`config.mk`:
```
export PLATFORM = sky130hd
export DESIGN_NAME = enemy_sequencer
export DESIGN_NICKNAME = d
export VERILOG_FILES = /design/src/rtl/enemy_pkg.sv /design/src/rtl/enemy_next_alive.sv /design/src/rtl/enemy_sequencer.sv
export SDC_FILE = /design/constraint.sdc
export NUM_CORES = 1
export LEC_CHECK = 0
export CAP_MARGIN = 20
export CORE_ASPECT_RATIO = 0.75
export CORE_UTILIZATION = 36
export DETAILED_ROUTE_END_ITERATION = 12
export PLACE_DENSITY_LB_ADDON = 0.12
export SKIP_CTS_REPAIR_TIMING = 1
export SYNTH_ARGS = -nofsm -noshare
export SYNTH_HDL_FRONTEND = slang
export SYNTH_SLANG_ARGS = --single-unit
export TNS_END_PERCENT = 100
```
`constraint.sdc`:
```
create_clock -name clock -period 5.8 [get_ports clock]
set_input_delay 1.16 -clock clock [delete_from_list [all_inputs] [get_ports clock]]
set_output_delay 1.16 -clock clock [all_outputs]
set_load 0.02 [all_outputs]
```
`src/rtl/enemy_pkg.sv`:
```
// Shared constants for the enemy sequencer: default geometry widths,
// FSM state encoding and single-bit ON/OFF levels.
package enemy_pkg;

  localparam int X_W      = 9;
  localparam int Y_W      = 8;
  localparam int COLOUR_W = 6;

  // FSM state encoding (3-bit, kept as plain constants for legacy tooling)
  localparam logic [2:0] S_IDLE      = 3'd0;
  localparam logic [2:0] S_GEN       = 3'd1;
  localparam logic [2:0] S_GEN_DONE  = 3'd2;
  localparam logic [2:0] S_DRAW_ARM  = 3'd3;
  localparam logic [2:0] S_DRAW_WAIT = 3'd4;
  localparam logic [2:0] S_DRAW_GAP  = 3'd5;
  localparam logic [2:0] S_DRAW_FIN  = 3'd6;

  localparam logic ON  = 1'b1;
  localparam logic OFF = 1'b0;

  // Index width for n enemies; a single enemy still gets a 1-bit index.
  function automatic int idx_width(input int n);
    return (n > 1) ? $clog2(n) : 1;
  endfunction

endpackage

```
`src/rtl/enemy_next_alive.sv`:
```
// Combinational priority search: lowest set bit of mask at or above start.
// start is one bit wider than an index so "one past the last enemy" is
// representable and simply yields valid = 0.
module enemy_next_alive
  import enemy_pkg::*;
#(
  parameter int N     = 4,
  parameter int IDX_W = 2
) (
  input  logic [N-1:0]   mask,
  input  logic [IDX_W:0] start,
  output logic [IDX_W-1:0] idx,
  output logic           valid
);

  logic [N-1:0] cand;

  genvar gi;
  generate
    for (gi = 0; gi < N; gi++) begin : g_cand
      assign cand[gi] = mask[gi] && ((IDX_W+1)'(gi) >= start);
    end
  endgenerate

  // Scan downwards so the lowest candidate is the one that sticks.
  always_comb begin
    idx   = '0;
    valid = OFF;
    for (int i = N - 1; i >= 0; i--) begin
      if (cand[i]) begin
        idx   = IDX_W'(i);
        valid = ON;
      end
    end
  end

endmodule

```
`src/rtl/enemy_sequencer.sv`:
```
// Sequences move generation and drawing across NUM_ENEMIES enemies, one at a
// time, skipping dead ones, and muxes the active enemy's pixel stream onto a
// single VGA write port.
module enemy_sequencer #(
  parameter int NUM_ENEMIES = 4,
  parameter int X_W         = enemy_pkg::X_W,
  parameter int Y_W         = enemy_pkg::Y_W,
  parameter int COLOUR_W    = enemy_pkg::COLOUR_W,
  parameter int IDX_W       = enemy_pkg::idx_width(NUM_ENEMIES)
) (
  input  logic                            clock,
  input  logic                            reset,
  input  logic                            init,
  input  logic                            gen_move,
  input  logic                            draw,
  input  logic [NUM_ENEMIES-1:0]          hit,
  input  logic [NUM_ENEMIES*X_W-1:0]      x_draw_in,
  input  logic [NUM_ENEMIES*Y_W-1:0]      y_draw_in,
  input  logic [NUM_ENEMIES*COLOUR_W-1:0] colour_in,
  input  logic [NUM_ENEMIES-1:0]          vga_write_in,
  input  logic [NUM_ENEMIES-1:0]          draw_done_in,
  output logic [NUM_ENEMIES-1:0]          gen_move_en,
  output logic [NUM_ENEMIES-1:0]          draw_en,
  output logic [X_W-1:0]                  x_draw,
  output logic [Y_W-1:0]                  y_draw,
  output logic [COLOUR_W-1:0]             colour,
  output logic                            VGA_write,
  output logic                            gen_move_done,
  output logic                            draw_done,
  output logic [NUM_ENEMIES-1:0]          alive,
  output logic [IDX_W:0]                  alive_count,
  output logic                            all_dead
);

  import enemy_pkg::*;

  logic [2:0]             state_reg;
  logic [IDX_W-1:0]       cur_reg;
  logic                   cur_valid_reg;
  logic [NUM_ENEMIES-1:0] draw_en_reg;
  logic [NUM_ENEMIES-1:0] alive_reg;

  // Kills landing this cycle are already excluded when picking the next
  // enemy, so an enemy hit just ahead of the cursor is never selected.
  logic [NUM_ENEMIES-1:0] live_mask;
  logic [IDX_W:0]         next_start;
  logic [IDX_W-1:0]       first_idx;
  logic                   first_valid;
  logic [IDX_W-1:0]       next_idx;
  logic                   next_valid;
  logic [NUM_ENEMIES-1:0] onehot_cur;

  assign live_mask  = alive_reg & ~hit;
  assign next_start = {1'b0, cur_reg} + {{IDX_W{1'b0}}, 1'b1};

  enemy_next_alive #(.N(NUM_ENEMIES), .IDX_W(IDX_W)) u_first_alive (
    .mask  (live_mask),
    .start ('0),
    .idx   (first_idx),
    .valid (first_valid)
  );

  enemy_next_alive #(.N(NUM_ENEMIES), .IDX_W(IDX_W)) u_next_alive (
    .mask  (live_mask),
    .start (next_start),
    .idx   (next_idx),
    .valid (next_valid)
  );

  // Per-enemy slices of the packed pixel buses, plus the cursor as one-hot
  logic [X_W-1:0]      x_slice [NUM_ENEMIES];
  logic [Y_W-1:0]      y_slice [NUM_ENEMIES];
  logic [COLOUR_W-1:0] c_slice [NUM_ENEMIES];

  genvar gi;
  generate
    for (gi = 0; gi < NUM_ENEMIES; gi++) begin : g_slice
      assign x_slice[gi]    = x_draw_in[gi*X_W +: X_W];
      assign y_slice[gi]    = y_draw_in[gi*Y_W +: Y_W];
      assign c_slice[gi]    = colour_in[gi*COLOUR_W +: COLOUR_W];
      assign onehot_cur[gi] = (cur_reg == IDX_W'(gi));
    end
  endgenerate

  // Alive mask: sticky kills, revived only by init (same-cycle hits ignored)
  always_ff @(posedge clock or posedge reset) begin
    if (reset) begin
      alive_reg <= '1;
    end else if (init) begin
      alive_reg <= '1;
    end else begin
      alive_reg <= alive_reg & ~hit;
    end
  end

  // Phase FSM: walks the cursor over alive enemies for each phase
  always_ff @(posedge clock or posedge reset) begin
    if (reset) begin
      state_reg     <= S_IDLE;
      cur_reg       <= '0;
      cur_valid_reg <= OFF;
      draw_en_reg   <= '0;
    end else if (init) begin
      state_reg     <= S_IDLE;
      cur_reg       <= '0;
      cur_valid_reg <= OFF;
      draw_en_reg   <= '0;
    end else begin
      case (state_reg)
        S_IDLE: begin
          if (gen_move) begin
            cur_reg   <= first_idx;
            state_reg <= first_valid ? S_GEN : S_GEN_DONE;
          end else if (draw) begin
            cur_reg       <= first_idx;
            cur_valid_reg <= first_valid;
            state_reg     <= S_DRAW_ARM;
          end
        end
        S_GEN: begin
          if (!gen_move) begin
            state_reg <= S_IDLE;
          end else if (next_valid) begin
            cur_reg <= next_idx;
          end else begin
            state_reg <= S_GEN_DONE;
          end
        end
        S_GEN_DONE: begin
          if (!gen_move) state_reg <= S_IDLE;
        end
        S_DRAW_ARM: begin
          if (!draw) begin
            state_reg   <= S_IDLE;
            draw_en_reg <= '0;
          end else if (cur_valid_reg) begin
            draw_en_reg <= onehot_cur;
            state_reg   <= S_DRAW_WAIT;
          end else begin
            state_reg <= S_DRAW_FIN;
          end
        end
        S_DRAW_WAIT: begin
          // A kill on the current enemy does not interrupt its sprite.
          if (!draw) begin
            state_reg   <= S_IDLE;
            draw_en_reg <= '0;
          end else if (draw_done_in[cur_reg]) begin
            draw_en_reg <= '0;
            state_reg   <= S_DRAW_GAP;
          end
        end
        S_DRAW_GAP: begin
          if (!draw) begin
            state_reg <= S_IDLE;
          end else if (next_valid) begin
            cur_reg       <= next_idx;
            cur_valid_reg <= ON;
            state_reg     <= S_DRAW_ARM;
          end else begin
            state_reg <= S_DRAW_FIN;
          end
        end
        S_DRAW_FIN: begin
          if (!draw) state_reg <= S_IDLE;
        end
        default: begin
          state_reg   <= S_IDLE;
          draw_en_reg <= '0;
        end
      endcase
    end
  end

  // Popcount of the alive mask
  always_comb begin
    alive_count = '0;
    for (int i = 0; i < NUM_ENEMIES; i++) begin
      alive_count = alive_count + (IDX_W+1)'(alive_reg[i]);
    end
  end

  assign alive         = alive_reg;
  assign all_dead      = (alive_reg == '0);
  assign draw_en       = draw_en_reg;
  assign gen_move_en   = (state_reg == S_GEN && gen_move) ? onehot_cur : '0;
  assign gen_move_done = (state_reg == S_GEN_DONE) && gen_move;
  assign draw_done     = (state_reg == S_DRAW_FIN) && draw;

  // Pixel port follows the selected enemy only while its sprite is drawing
  assign x_draw    = (state_reg == S_DRAW_WAIT) ? x_slice[cur_reg] : '0;
  assign y_draw    = (state_reg == S_DRAW_WAIT) ? y_slice[cur_reg] : '0;
  assign colour    = (state_reg == S_DRAW_WAIT) ? c_slice[cur_reg] : '0;
  assign VGA_write = (state_reg == S_DRAW_WAIT) ? vga_write_in[cur_reg] : OFF;

endmodule

```
==> results of run 1 <==
layout make-up:
| class | instances | area [sq um] |
|---|---|---|
| Sequential cell | 14 | 356.6 |
| Inverter | 11 | 41.29 |
| Fill cell | 394 | 1479 |
| Clock buffer | 4 | 55.05 |
| Tap cell | 72 | 90.09 |
| Multi-Input combinational cell | 159 | 1416 |
| Timing Repair Buffer | 153 | 1544 |
cell usage in the layout (no fill, tap or decap), drive strengths merged, types with 5 or more instances in the layout:
| master | count |
|---|---|
| clkdlybuf4s50 | 150 |
| and3 | 26 |
| mux4 | 24 |
| o21ai | 13 |
| nand2b | 12 |
| nor2 | 11 |
| inv | 11 |
| nor3 | 10 |
| a21oi | 10 |
| dfrtp | 10 |
| mux2 | 6 |
| nand2 | 5 |
metal layers:
layer	share of wire, %	vias to the layer above
met5	0	-
met3	6.6	10
met4	1.7	0
li1	-	1060
met1	43	1039
met2	49	107
power groups by stage:
stage	logic [W]	clock network (W)	registers (W)
6_report	0.000405	0.0000954	0.000187
5_1_grt	0.000441	0.000103	0.000198
4_1_cts	0.000401	0.0000987	0.000191
3_5_place_dp	0.000399	0	0.000192
3_3_place_gp	0.000393	0	0.000193
2_1_floorplan	0.000316	0	0.000127
worst max-delay path, cell delays in order:
cell and delay (ns):
clkdlybuf4s50_1 0.61, nand2b_1 0.23, nor2_1 0.15, nand2_1 0.08, nor2_1 0.09, clkdlybuf4s50_1 0.61
cells by family (layout without fill, tap and decap cells):
kind of cell / after synthesis / count (layout) / synth area share, %
AND/OR/NAND/NOR: 86 / 86 / 26.57
AO/OA/AOI/OAI: 37 / 37 / 11.93
multiplexers: 32 / 32 / 33.09
buffers and inverters: 31 / 168 / 6.658
flip-flops: 14 / 14 / 18.72
adder cells (fa/ha/maj): 4 / 4 / 3.033
through the flow:
stage	utilization (%)	area (sq um)	std cells
global placement	68.66	3421	408
finish	70.32	3503	413
global route	70.32	3503	413
CTS	69.76	3476	412
floorplan	-	1898	204
detailed placement	68.66	3421	408
worst paths after layout:
check	endpoint	slack, ns
min	draw_en[3]$_DFFE_PP0P_	0.51
min reg2reg	draw_en[3]$_DFFE_PP0P_	0.51
max in group asynchronous	cur_reg[0]$_DFFE_PP0P_	4.11
min in group asynchronous	draw_en[2]$_DFFE_PP0P_	1.28
max	gen_move_en[2]	1.70
max reg2reg	draw_en[2]$_DFFE_PP0P_	2.92
==> results.json, run 1 <==
{
  "grtUsageMet1_pct": 34.05,
  "crit_fanout": 8,
  "clock-sinks": 14,
  "place_congestion": 0.8718,
  "die-area_sq_mm": 0.005570,
  "worstPathRequired_ns": 4.64,
  "drv_slew": 0,
  "wl_per_cell_microns": 17.26,
  "dpl.hpwl_microns": 5792,
  "min_path_type": "reg -> reg",
  "fin_crit_ns": 4.096,
  "synth_nets": 317,
  "grt_usage_pct": 27.00,
  "cts_tree": "yes",
  "clock_power_share_pct": 13.9,
  "drtIter0Drc": 108,
  "r2r_start": "cur_reg[1]$_DFFE_PP0P_",
  "antenna_cells": 0,
  "status": "completed",
  "cts-root-buf": "clkbuf_8",
  "whs_ns": 0.5118,
  "power_w": 0.0006883,
  "syn_to_final_growth_pct": 84.57,
  "synth_top_area_share_pct": 28.48,
  "yosys.cell_count.top_type": "and3_1",
  "tightest_slew_ns": 0.9943,
  "fin_skew_ns": 0.001210,
  "fmax_ghz": 0.2441,
  "first_pass_iters": 4,
  "synth_edf_count": 0,
  "cellPowerDensity_mw_per_mm2": 196.5,
  "vias_per_cell": 5.366,
  "ys_seq_elements": 14,
  "irDropWorstVdd_mv": 0.1911,
  "min_period_over_period_pct": 70.62,
  "yosys.area.top_type": "mux4_2",
  "slew_headroom_pct": 33.71,
  "cts-buffers-inserted": 3,
  "combPwrFrac_pct": 58.9,
  "clk_pin_slew_worst_paths_ns": 0.06,
  "yosys-top-cells-area": "mux4_2 28%, dfrtp_1 13%, and3_1 8.2%, dfstp_2 5.5%, nand2b_1 4.0%",
  "met2_usage_pct": 47.70,
  "async_reset_ff_share_pct": 100.0,
  "core-area_sq_mm": 0.004982,
  "clockBufferDepth": 2,
  "ys_types": 42,
  "yosys_warnings": 0,
  "p_leak_nw": 1.358,
  "antenna_found_initial": 0,
  "ys_seq_area_share_pct": 18.72,
  "initial_utilization_pct": 38.10,
  "grt_max_degree": 41,
  "drt_wl_total_microns": 7130,
  "seqPwrFrac_pct": 27.2,
  "critPathLaunch": "gen_move",
  "tns_ns": 0,
  "netlist_area_sq_mm": 0.001898,
  "h-tree-depth": 1,
  "num_rows": 22,
  "grt_pass1_wl_microns": 11580,
  "layout_setup_ws_ns": 1.704,
  "maxCapViolations": 0,
  "ios": 151,
  "syn_avg_cell_area_sq_um": 9.304,
  "rsz0062_at_grt": "no",
  "layout-drive-gt1-share_pct": 14.08,
  "synthTopCellsByCount": "25 x and3_1, 24 x mux4_2, 14 x clkbuf_1",
  "postSynthCellCount": 204,
  "p_switching_w": 0.0002694,
  "rr_worst_depth": 6,
  "hold_depth": 1,
  "ant_nets": 0,
  "clock_latency_ns": 0.25,
  "power.internal_w": 0.0004189,
  "critPathKind": "in -> out",
  "grt-ovfl-total": 0,
  "vias": 2216,
  "cp.arrival_ns": 2.94,
  "setup-violations-final": 0,
  "nNetsFinal": 455,
  "critPathLaunchType": "input port",
  "grt_pass1_vias": 2270,
  "drc_errors": 0,
  "top_usage_layer": "met2",
  "hold_violations": 0,
  "synth_ff_type": "dfrtp_1",
  "post-place-ws_ns": 1.716,
  "min_from": "draw_en[3]$_DFFE_PP0P_",
  "netSwitchingFraction_pct": 39.14,
  "die_x_microns": 85.85,
  "endpoint_kind": "output pin",
  "grtUsageMet3_pct": 6.242,
  "io_buffers": 150,
  "die_y_microns": 64.89
}
(Power assumes the default switching activity.)
==> run 2: changes to the inputs <==
- CORE_UTILIZATION: 36 -> 31
- clock period: 5.8 -> 3.3 ns (I/O delays scaled with it)
==> run 2 against run 1 <==
- wire length grew 2.9%
- hold slack lost 0.0070 ns
- clock-buffer cell count is the same
- highest routed layer unchanged
- sequential power grew 35%
- sequential share of layout area shrank 0.15 points
- cell area grew 1.5%
==> results.json, run 2 (synthesis gave the netlist of run 1 again) <==
{
  "nNetsFinal": 462,
  "rsz0062_at_grt": "no",
  "rr_worst_depth": 6,
  "worstHoldEndpoint": "draw_en[3]$_DFFE_PP0P_",
  "cellPowerDensity_mw_per_mm2": 355.0,
  "num_rows": 24,
  "antenna_cells": 0,
  "critPathKind": "reg -> out",
  "critPathLaunchType": "flip-flop",
  "power_w": 0.001262,
  "r2r_slack_ns": 1.04,
  "die_x_microns": 92.36,
  "clock_latency_ns": 0.24,
  "drt_wl_total_microns": 7338,
  "grt_pass1_wl_microns": 11490,
  "cts-buffers-inserted": 3,
  "most-common-layout-cells": "150 x clkdlybuf4s50_1, 25 x and3_1, 24 x mux4_2, 13 x o21ai_0, 12 x nand2b_1",
  "grt_pass1_vias": 2278,
  "core-area_sq_mm": 0.005856,
  "io_buffers": 150,
  "wl_per_cell_microns": 17.23,
  "crit_slowest_cell": "clkdlybuf4s50_1",
  "syn_to_final_growth_pct": 87.34,
  "min_path_type": "reg -> reg",
  "drc_errors": 0,
  "hold_violations": 0,
  "crit_fanout": 4,
  "drtIter0Drc": 117,
  "fin_skew_ns": 0.001275,
  "min_period_over_period_pct": 96.15,
  "fmax_ghz": 0.3152,
  "worstPathRequired_ns": 2.64,
  "irDropWorstVdd_mv": 0.2842,
  "ios": 151,
  "final_common_cell": "clkdlybuf4s50_1",
  "p_leak_nw": 1.392,
  "grt-ovfl-total": 0,
  "critical_path.max_stage_delay_ns": 0.60,
  "crit_family": "adder cells",
  "dpl.hpwl_microns": 5894,
  "critPathBufInv": 3,
  "slew_headroom_pct": 54.45,
  "vias_per_cell": 5.249,
  "ant_nets": 0,
  "maxCapViolations": 0,
  "clockBufferDepth": 2,
  "first_pass_iters": 4,
  "layout-drive-gt1-share_pct": 15.80,
  "clk_pin_slew_worst_paths_ns": 0.06,
  "grt_usage_pct": 22.71,
  "fin_crit_ns": 3.173,
  "cp.arrival_ns": 2.51,
  "status": "completed",
  "grt_max_degree": 40,
  "cts_tree": "yes",
  "vias": 2236,
  "endpoint_kind": "output pin",
  "die-area_sq_mm": 0.006443,
  "post-route-util_pct": 60.73,
  "setup-violations-final": 0,
  "path_cells": "inv_1, fa_1, inv_1, ha_1, ha_1, clkdlybuf4s50_1",
  "clock-sinks": 14,
  "tightest_slew_ns": 0.6747,
  "antenna_found_initial": 0,
  "cts-root-buf": "clkbuf_8",
  "critPathLaunch": "alive[0]$_DFF_PP1_",
  "tns_ns": 0,
  "r2r_start": "cur_reg[1]$_DFFE_PP0P_",
  "hold_depth": 1,
  "min_from": "draw_en[3]$_DFFE_PP0P_",
  "die_y_microns": 69.77,
  "place_congestion": 0.8704,
  "initial_utilization_pct": 32.41,
  "r2r_end": "draw_en[1]$_DFFE_PP0P_",
  "h-tree-depth": 1,
  "drv_slew": 0
}
==> run 2: cell types whose count changed in the layout (fill, tap and decap cells not counted), sizes merged <==
cell | previous run | this run
buf | 3 | 10
==> run 2: final cells by class <==
type | instances | area, sq um
clock buffers | 4 | 55.05
repair buffers | 160 | 1589
multi-input cells | 159 | 1416
fillers | 539 | 2300
well taps | 78 | 97.59
inverters | 11 | 41.29
flip-flops and latches | 14 | 356.6
==> run 2: worst max path at each step <==
stage,end,slack [ns],cells after the start
final,alive_count[1],0.13,6
after global placement,colour[0],0.34,4
after global routing,alive_count[1],0.06,6
after floorplan,alive_count[1],0.87,5
after CTS,alive_count[1],0.11,6
after detailed placement,gen_move_en[1],0.33,4
==> run 2: per-layer routing <==
metal	GRT usage, %	up-vias	wire, microns
met5	0	-	0
met1	30.63	1068	3245
met2	37.78	88	3470
met3	4.496	13	486
met4	4.688	0	136
li1	-	1067	-
==> run 2: stage by stage <==
stage / hold slack [ns] / cells / cell area [sq um] / setup WS (ns)
finish: 0.5048 / 426 / 3556 / 0.1270
global route: 0.5247 / 426 / 3556 / 0.05896
CTS: 0.5096 / 426 / 3556 / 0.1148
detailed placement: 0.4962 / 422 / 3501 / 0.3327
global placement: 0.4870 / 422 / 3501 / 0.3435
floorplan: 0.5247 / 204 / 1898 / 0.8724
==> run 2: report_power, final <==
part / internal [W] / switching (W) / total, W
Clock: 0.000106 / 0.0000599 / 0.000166
Sequential: 0.000198 / 0.0000550 / 0.000253
Combinational: 0.000469 / 0.000375 / 0.000844
Total: 0.000772 / 0.000490 / 0.00126
